**config.mk**
```make
export PLATFORM = sky130hd
export DESIGN_NAME = ni_inject
export DESIGN_NICKNAME = d
export VERILOG_FILES = /design/src/rtl/ni_pkg.sv /design/src/rtl/ni_req_fifo.sv /design/src/rtl/ni_inject.sv
export SDC_FILE = /design/constraint.sdc
export NUM_CORES = 1
export LEC_CHECK = 0
export BUFFER_PORTS_ARGS = -buffer_cell sky130_fd_sc_hd__buf_4
export CORE_MARGIN = 2
export CORE_UTILIZATION = 51
export CTS_CLUSTER_SIZE = 25
export DETAILED_ROUTE_END_ITERATION = 8
export PLACE_DENSITY = 0.84
export REMOVE_ABC_BUFFERS = 1
export SYNTH_ARGS = -nofsm -noshare
export SYNTH_HDL_FRONTEND = slang
export SYNTH_HIERARCHICAL = 1
export SYNTH_SLANG_ARGS = --single-unit
```
**constraint.sdc**
```tcl
create_clock -name clk -period 3.8 [get_ports clk]
set_input_delay 0.57 -clock clk [delete_from_list [all_inputs] [get_ports clk]]
set_output_delay 0.57 -clock clk [all_outputs]
set_load 0.005 [all_outputs]
```
**src/rtl/ni_pkg.sv**
```systemverilog
// Shared definitions for the local-port injection interface:
// flit field offsets, FSM encoding and destination-mask helpers.
package ni_pkg;

    localparam int NODES   = 16;
    localparam int SEQ_W   = 4;

    localparam int MC_BIT  = 0;
    localparam int DST_LSB = 1;
    localparam int DST_MSB = 16;
    localparam int SRC_LSB = 17;
    localparam int SRC_MSB = 20;
    localparam int SEQ_LSB = 21;
    localparam int SEQ_MSB = 24;
    localparam int PAY_LSB = 25;

    typedef enum logic [1:0] {
        S_IDLE  = 2'd0,
        S_SEND  = 2'd1,
        S_SPLIT = 2'd2
    } ni_state_e;

    function automatic logic [NODES-1:0] lowbit(input logic [NODES-1:0] m);
        return m & (~m + 1'b1);
    endfunction

    function automatic logic multi(input logic [NODES-1:0] m);
        return (m & (m - 1'b1)) != '0;
    endfunction

endpackage

```
**src/rtl/ni_req_fifo.sv**
```systemverilog
// Request queue for the injection interface; head is readable
// combinationally so the FSM can inspect it before popping.
module ni_req_fifo
    import ni_pkg::*;
#(
    parameter int DEPTH = 4,
    parameter int WIDTH = 2,
    parameter int DW    = NODES + SEQ_W + 5
)(
    input  logic             i_clk,
    input  logic             i_rst,
    input  logic             i_push,
    input  logic             i_pop,
    input  logic [DW-1:0]    i_data,
    output logic [DW-1:0]    o_head,
    output logic             o_full,
    output logic             o_empty,
    output logic [WIDTH:0]   o_count
);

    logic [DW-1:0]    r_mem [DEPTH];
    logic [WIDTH-1:0] r_wp;
    logic [WIDTH-1:0] r_rp;
    logic [WIDTH:0]   r_cnt;
    logic             w_push;
    logic             w_pop;

    assign o_full  = (r_cnt == (WIDTH+1)'(DEPTH));
    assign o_empty = (r_cnt == '0);
    assign o_head  = r_mem[r_rp];
    assign o_count = r_cnt;
    assign w_push  = i_push && !o_full;
    assign w_pop   = i_pop && !o_empty;

    always_ff @(posedge i_clk) begin
        if (w_push)
            r_mem[r_wp] <= i_data;
    end

    always_ff @(posedge i_clk or posedge i_rst) begin
        if (i_rst) begin
            r_wp  <= '0;
            r_rp  <= '0;
            r_cnt <= '0;
        end else begin
            if (w_push)
                r_wp <= r_wp + 1'b1;
            if (w_pop)
                r_rp <= r_rp + 1'b1;
            case ({w_push, w_pop})
                2'b10:   r_cnt <= r_cnt + 1'b1;
                2'b01:   r_cnt <= r_cnt - 1'b1;
                default: r_cnt <= r_cnt;
            endcase
        end
    end

endmodule

```
**src/rtl/ni_inject.sv**
```systemverilog
// Local-port injection interface: queues core send requests and
// turns them into router flits, with loopback for self-addressed bits.
module ni_inject
    import ni_pkg::*;
#(
    parameter int DEPTH     = 4,
    parameter int WIDTH     = 2,
    parameter int DATASIZE  = 30,
    parameter int router_ID = 6,
    parameter int MC_EN     = 1
)(
    input  logic                clk,
    input  logic                rst_n,
    input  logic                req_valid,
    output logic                req_ready,
    input  logic [NODES-1:0]    req_mask,
    input  logic [DATASIZE-26:0] req_payload,
    input  logic                router_full,
    output logic [DATASIZE-1:0] inj_data,
    output logic                inj_valid,
    output logic [DATASIZE-1:0] lb_data,
    output logic                lb_valid,
    output logic [7:0]          drop_cnt
);

    localparam int PW = DATASIZE - 25;
    localparam int DW = NODES + SEQ_W + PW;
    localparam logic [NODES-1:0] SELF = NODES'(1) << router_ID;
    localparam logic [3:0]       SRC  = 4'(router_ID);

    ni_state_e           r_state;
    logic [SEQ_W-1:0]    r_seq;
    logic [7:0]          r_drop;
    logic [NODES-1:0]    r_rem;
    logic                r_lbp;
    logic                r_inj_v;
    logic [DATASIZE-1:0] r_inj_d;
    logic                r_lb_v;
    logic [DATASIZE-1:0] r_lb_d;

    logic                w_full;
    logic                w_empty;
    logic [WIDTH:0]      w_count;
    logic                w_accept;
    logic                w_push;
    logic                w_drop;
    logic                w_pop;
    logic                w_more;
    logic [DW-1:0]       w_wdata;
    logic [DW-1:0]       w_head;
    logic [NODES-1:0]    w_hmask;
    logic [SEQ_W-1:0]    w_hseq;
    logic [PW-1:0]       w_hpay;
    logic [NODES-1:0]    w_rem0;
    logic [NODES-1:0]    w_low;
    logic                w_self;
    logic [DATASIZE-1:0] w_lb_flit;

    function automatic logic [DATASIZE-1:0] mk_flit(
        input logic [NODES-1:0] m,
        input logic [SEQ_W-1:0] s,
        input logic [PW-1:0]    p
    );
        logic [DATASIZE-1:0] f;
        f                  = '0;
        f[MC_BIT]          = multi(m);
        f[DST_MSB:DST_LSB] = m;
        f[SRC_MSB:SRC_LSB] = SRC;
        f[SEQ_MSB:SEQ_LSB] = s;
        f[DATASIZE-1:PAY_LSB] = p;
        return f;
    endfunction

    assign w_accept  = req_valid && !w_full;
    assign w_push    = w_accept && (req_mask != '0);
    assign w_drop    = w_accept && (req_mask == '0);
    assign w_wdata   = {req_mask, r_seq, req_payload};
    assign w_hmask   = w_head[DW-1 -: NODES];
    assign w_hseq    = w_head[PW +: SEQ_W];
    assign w_hpay    = w_head[PW-1:0];
    assign w_rem0    = w_hmask & ~SELF;
    assign w_self    = |(w_hmask & SELF);
    assign w_low     = lowbit(r_rem);
    assign w_lb_flit = mk_flit(w_hmask, w_hseq, w_hpay);
    // Queue stays non-empty after this edge's pop
    assign w_more    = (w_count > (WIDTH+1)'(1)) || w_push;

    assign req_ready = !w_full;
    assign inj_valid = r_inj_v;
    assign inj_data  = r_inj_d;
    assign lb_valid  = r_lb_v;
    assign lb_data   = r_lb_d;
    assign drop_cnt  = r_drop;

    ni_req_fifo #(
        .DEPTH (DEPTH),
        .WIDTH (WIDTH),
        .DW    (DW)
    ) u_fifo (
        .i_clk   (clk),
        .i_rst   (rst_n),
        .i_push  (w_push),
        .i_pop   (w_pop),
        .i_data  (w_wdata),
        .o_head  (w_head),
        .o_full  (w_full),
        .o_empty (w_empty),
        .o_count (w_count)
    );

    always_comb begin
        w_pop = 1'b0;
        case (r_state)
            S_SEND: begin
                if (w_rem0 == '0)
                    w_pop = 1'b1;
                else if (((MC_EN != 0) || !multi(w_rem0)) && !router_full)
                    w_pop = 1'b1;
            end
            S_SPLIT: begin
                if (!router_full && !multi(r_rem))
                    w_pop = 1'b1;
            end
            default: w_pop = 1'b0;
        endcase
    end

    always_ff @(posedge clk or posedge rst_n) begin
        if (rst_n) begin
            r_state <= S_IDLE;
            r_seq   <= '0;
            r_drop  <= '0;
            r_rem   <= '0;
            r_lbp   <= 1'b0;
            r_inj_v <= 1'b0;
            r_inj_d <= '0;
            r_lb_v  <= 1'b0;
            r_lb_d  <= '0;
        end else begin
            r_inj_v <= 1'b0;
            r_lb_v  <= 1'b0;
            if (w_push)
                r_seq <= r_seq + 1'b1;
            if (w_drop && (r_drop != 8'hFF))
                r_drop <= r_drop + 1'b1;
            case (r_state)
                S_IDLE: begin
                    if (!w_empty)
                        r_state <= S_SEND;
                end
                S_SEND: begin
                    if (w_rem0 == '0) begin
                        // Self-only request: loopback never waits on the router
                        r_lb_v  <= 1'b1;
                        r_lb_d  <= w_lb_flit;
                        r_state <= w_more ? S_SEND : S_IDLE;
                    end else if ((MC_EN != 0) || !multi(w_rem0)) begin
                        if (!router_full) begin
                            r_inj_v <= 1'b1;
                            r_inj_d <= mk_flit(w_rem0, w_hseq, w_hpay);
                            if (w_self) begin
                                r_lb_v <= 1'b1;
                                r_lb_d <= w_lb_flit;
                            end
                            r_state <= w_more ? S_SEND : S_IDLE;
                        end
                    end else begin
                        r_rem   <= w_rem0;
                        r_lbp   <= w_self;
                        r_state <= S_SPLIT;
                    end
                end
                S_SPLIT: begin
                    if (!router_full) begin
                        r_inj_v <= 1'b1;
                        r_inj_d <= mk_flit(w_low, w_hseq, w_hpay);
                        r_rem   <= r_rem & ~w_low;
                        if (r_lbp) begin
                            r_lb_v <= 1'b1;
                            r_lb_d <= w_lb_flit;
                            r_lbp  <= 1'b0;
                        end
                        if (!multi(r_rem))
                            r_state <= w_more ? S_SEND : S_IDLE;
                    end
                end
                default: r_state <= S_IDLE;
            endcase
        end
    end

endmodule
```
==> reports/results.ini <==
[status]
status = finished, final reports clean

[clocking]
cts-htree-levels = 4
postCtsHoldBufs = 0
cts_root_buffer = clkbuf_16
clock_latency_ns = 0.42
cts.sinks = 175
clkSlewWorstSetupHoldPaths_ns = 0.06
cts_buffers = 17
cts_tree = done
clockBufferDepth = 2

[timing]
hold_ws_ns = 0.116
fin_crit_sh_pct = 95.9
final_hold_viol_count = 0
fin_skew_ns = 0.00876
fmaxAchievable_ghz = 0.274
relSlewSlack_pct = 25.4
setup_tns_ns = 0
finalSetupViolations = 0
tightest_slew_ns = 1.11
drv_slew = 0
fin_crit_ns = 3.64

[global_route]
grt_pass1_wl_mm = 21.7
gr-usage-met3_pct = 4.42
antenna_found_initial = 0
busiest_layer = met2
grt_max_degree = 52
use_met1_pct = 25.2
gr-total-overflow = 0
grt_use_met2_pct = 34.6
track_usage_pct = 20.3
first_global_vias = 3939

[setup_path]
start_kind = flip-flop
critical_path_required_ns = 4.14
path_buf_inv = 2
worst_path_largest_cell_delay_ns = 0.56
crit_family = simple AND/OR/NAND/NOR gates
critPathArrivalTime_ns = 3.98
r2r-start = u_fifo/r_rp[0]$_DFFE_PP0P_
crit_slowest_cell = mux4_2
worstSetupPathType = reg2reg
reg2reg_to = u_fifo/o_count[2]$_DFFE_PP0P_
crit_top_cell = xor2_1
endpoint_kind = flip-flop
path_cells = buf_12, mux4_2, or4_4, nor3_4, and3_4, o21a_1, o31a_1, ha_1, inv_1, fa_1, xor2_1, nor2_1, xor2_1
r2r_setup_slack_ns = 0.16
ff2ff_path_depth = 13
critical_path_peak_fanout = 10

[cells_and_area]
layout.nets = 533
n_antenna_cell = 0
syn2layout_area_growth_pct = 22.3
drive_above_1_share_pct = 44.2
fin_cells = 689

[die]
dieArea_sq_mm = 0.0147
core-area_sq_mm = 0.0133
rows = 42
die_h_um = 121
fp.dieW_um = 121
ioPinCount = 96
start_util_pct = 52.7

[drt]
routedWlPerCell_um = 20.0
dr.first_iter.drc_count = 227
drc_errors = 0
vias = 3772
drtAntennaViolNets = 0
via_per_inst = 5.47
drt-total-wl_mm = 13.8
drt_pass1_iterations = 4

[yosys]
ys.flop_type = edfxtp_1
yosys_warnings = 6
post-synth-top-area-cell = edfxtp_1
ys_types = 50
synth.avg_cell_area_sq_um = 18.6
synth.most_common_cell = edfxtp_1
synth_top_area_share_pct = 42.7
ys_ff_latch = 175
syn_inst = 378
synthTopCellsByCount = edfxtp_1, dfrtp_1, mux2_2, mux4_2, mux2_4
synth-edff-count = 100
syn_area_sq_mm = 0.00703
yosysSeqAreaShare_pct = 69.4
synthTopCellsByArea = edfxtp_1, dfrtp_1, mux4_2, mux2_2, mux2_4
synthArstFlopShare_pct = 42.9

[placed_design]
dp_cells = 651
dp_hpwl_mm = 8.97
place_congestion = 0.770
io_buffers = 90

[power_and_ir_drop]
cellLeakagePower_nw = 3.46
p_comb_share_pct = 34.1
p_sw_share_pct = 29.1
p_sw_w = 0.00204
clkPwrFrac_pct = 23.8
internal_power_w = 0.00498
seq_power_share_pct = 42.2
ir_drop_mv = 0.390
p_total_w = 0.00702
p_per_area_mw_per_mm2 = 817

[run]
maxCapViolations = 0

[hold_path]
hp-class = in2async

==> how the worst max path moves through the flow <==
stage	from	endpoint	slack, ns	cells after the start
6_report	u_fifo/r_rp[0]$_DFFE_PP0P_	u_fifo/o_count[2]$_DFFE_PP0P_	0.16	13
2_1_floorplan	u_fifo/r_rp[0]$_DFFE_PP0P_	u_fifo/o_count[2]$_DFFE_PP0P_	-0.44	12
3_3_place_gp	u_fifo/r_rp[0]$_DFFE_PP0P_	u_fifo/o_count[2]$_DFFE_PP0P_	0.10	12
3_5_place_dp	u_fifo/r_rp[0]$_DFFE_PP0P_	u_fifo/o_count[2]$_DFFE_PP0P_	-0.13	12
4_1_cts	u_fifo/r_rp[0]$_DFFE_PP0P_	u_fifo/o_count[2]$_DFFE_PP0P_	0.02	13
5_1_grt	u_fifo/r_rp[0]$_DFFE_PP0P_	u_fifo/o_count[2]$_DFFE_PP0P_	-0.01	13
==> state kept, by name (all words and copies together) (netlist names) <==
register	count
inj_valid	1
u_fifo/r_wp	2
inj_data	26
r_state	1
u_fifo/r_rp	2
u_fifo/o_count	3
r_seq	4
u_fifo/r_mem	100
lb_valid	1
drop_cnt	8
lb_data	27
==> through the flow <==
step                      setup slack (ns)  utilization, %  instance area (sq um)
after floorplan                     -0.437               -                   6870
after global placement               0.103            59.6                   7960
after detailed placement            -0.130            59.6                   7960
after CTS                           0.0242            64.2                   8570
after global routing               -0.0104            64.4                   8600
final                                0.157            64.4                   8600
==> power groups by stage <==
stage	Clock [W]	Sequential [W]	Combinational, W
4_1_cts	0.00170	0.00296	0.00241
2_1_floorplan	0	0.00300	0.00126
3_3_place_gp	0	0.00296	0.00223
3_5_place_dp	0	0.00301	0.00230
5_1_grt	0.00177	0.00302	0.00259
6_report	0.00167	0.00296	0.00239
==> layout make-up <==
type / instances / area (sq um)
Fill cell: 931 / 4750
Sequential cell: 175 / 4880
Inverter: 14 / 52.6
Clock buffer: 22 / 454
Timing Repair Buffer: 119 / 922
Tap cell: 176 / 220
Clock inverter: 10 / 113
Multi-Input combinational cell: 173 / 1950
==> timing repair <==
action,4_1_cts,5_1_grt
buffers inserted,2,4
resized for setup,3,2
pin swaps,0,0
cloned,0,0
endpoints found under the setup margin,1,1
==> per-layer routing <==
metal  wire length, um  vias to the layer above
li1                  -                     1679
met1              5590                     1945
met2              7130                      126
met3               755                       22
met4               308                        0
met5                 0                        -
==> placed cells by master (no fill, tap or decap), types with 5 or more instances in the layout <==
master	count
nand4_1	6
inv_1	13
mux4_2	19
mux2_4	17
edfxtp_1	100
nand2_1	6
dfrtp_1	74
ha_1	7
mux2_2	33
xor2_1	5
xnor2_1	11
nor2_1	7
mux4_1	6
buf_4	116
clkbuf_16	17
conb_1	5
==> cells by family (layout without fill, tap and decap cells) <==
| logic type | after synthesis | in the layout | share of synthesized area (%) |
|---|---|---|---|
| other | 1 | 5 | 0.0533 |
| muxes | 76 | 76 | 17.4 |
| DFF | 175 | 175 | 69.4 |
| xor gates and xnor gates | 16 | 16 | 1.99 |
| adders and majority gates | 8 | 8 | 1.53 |
| buffers and inverters | 34 | 165 | 3.19 |
| and+or+nand+nor | 46 | 46 | 4.00 |
| AOI/OAI and AO/OA | 22 | 22 | 2.38 |
Power figures use the tool's default switching activity.
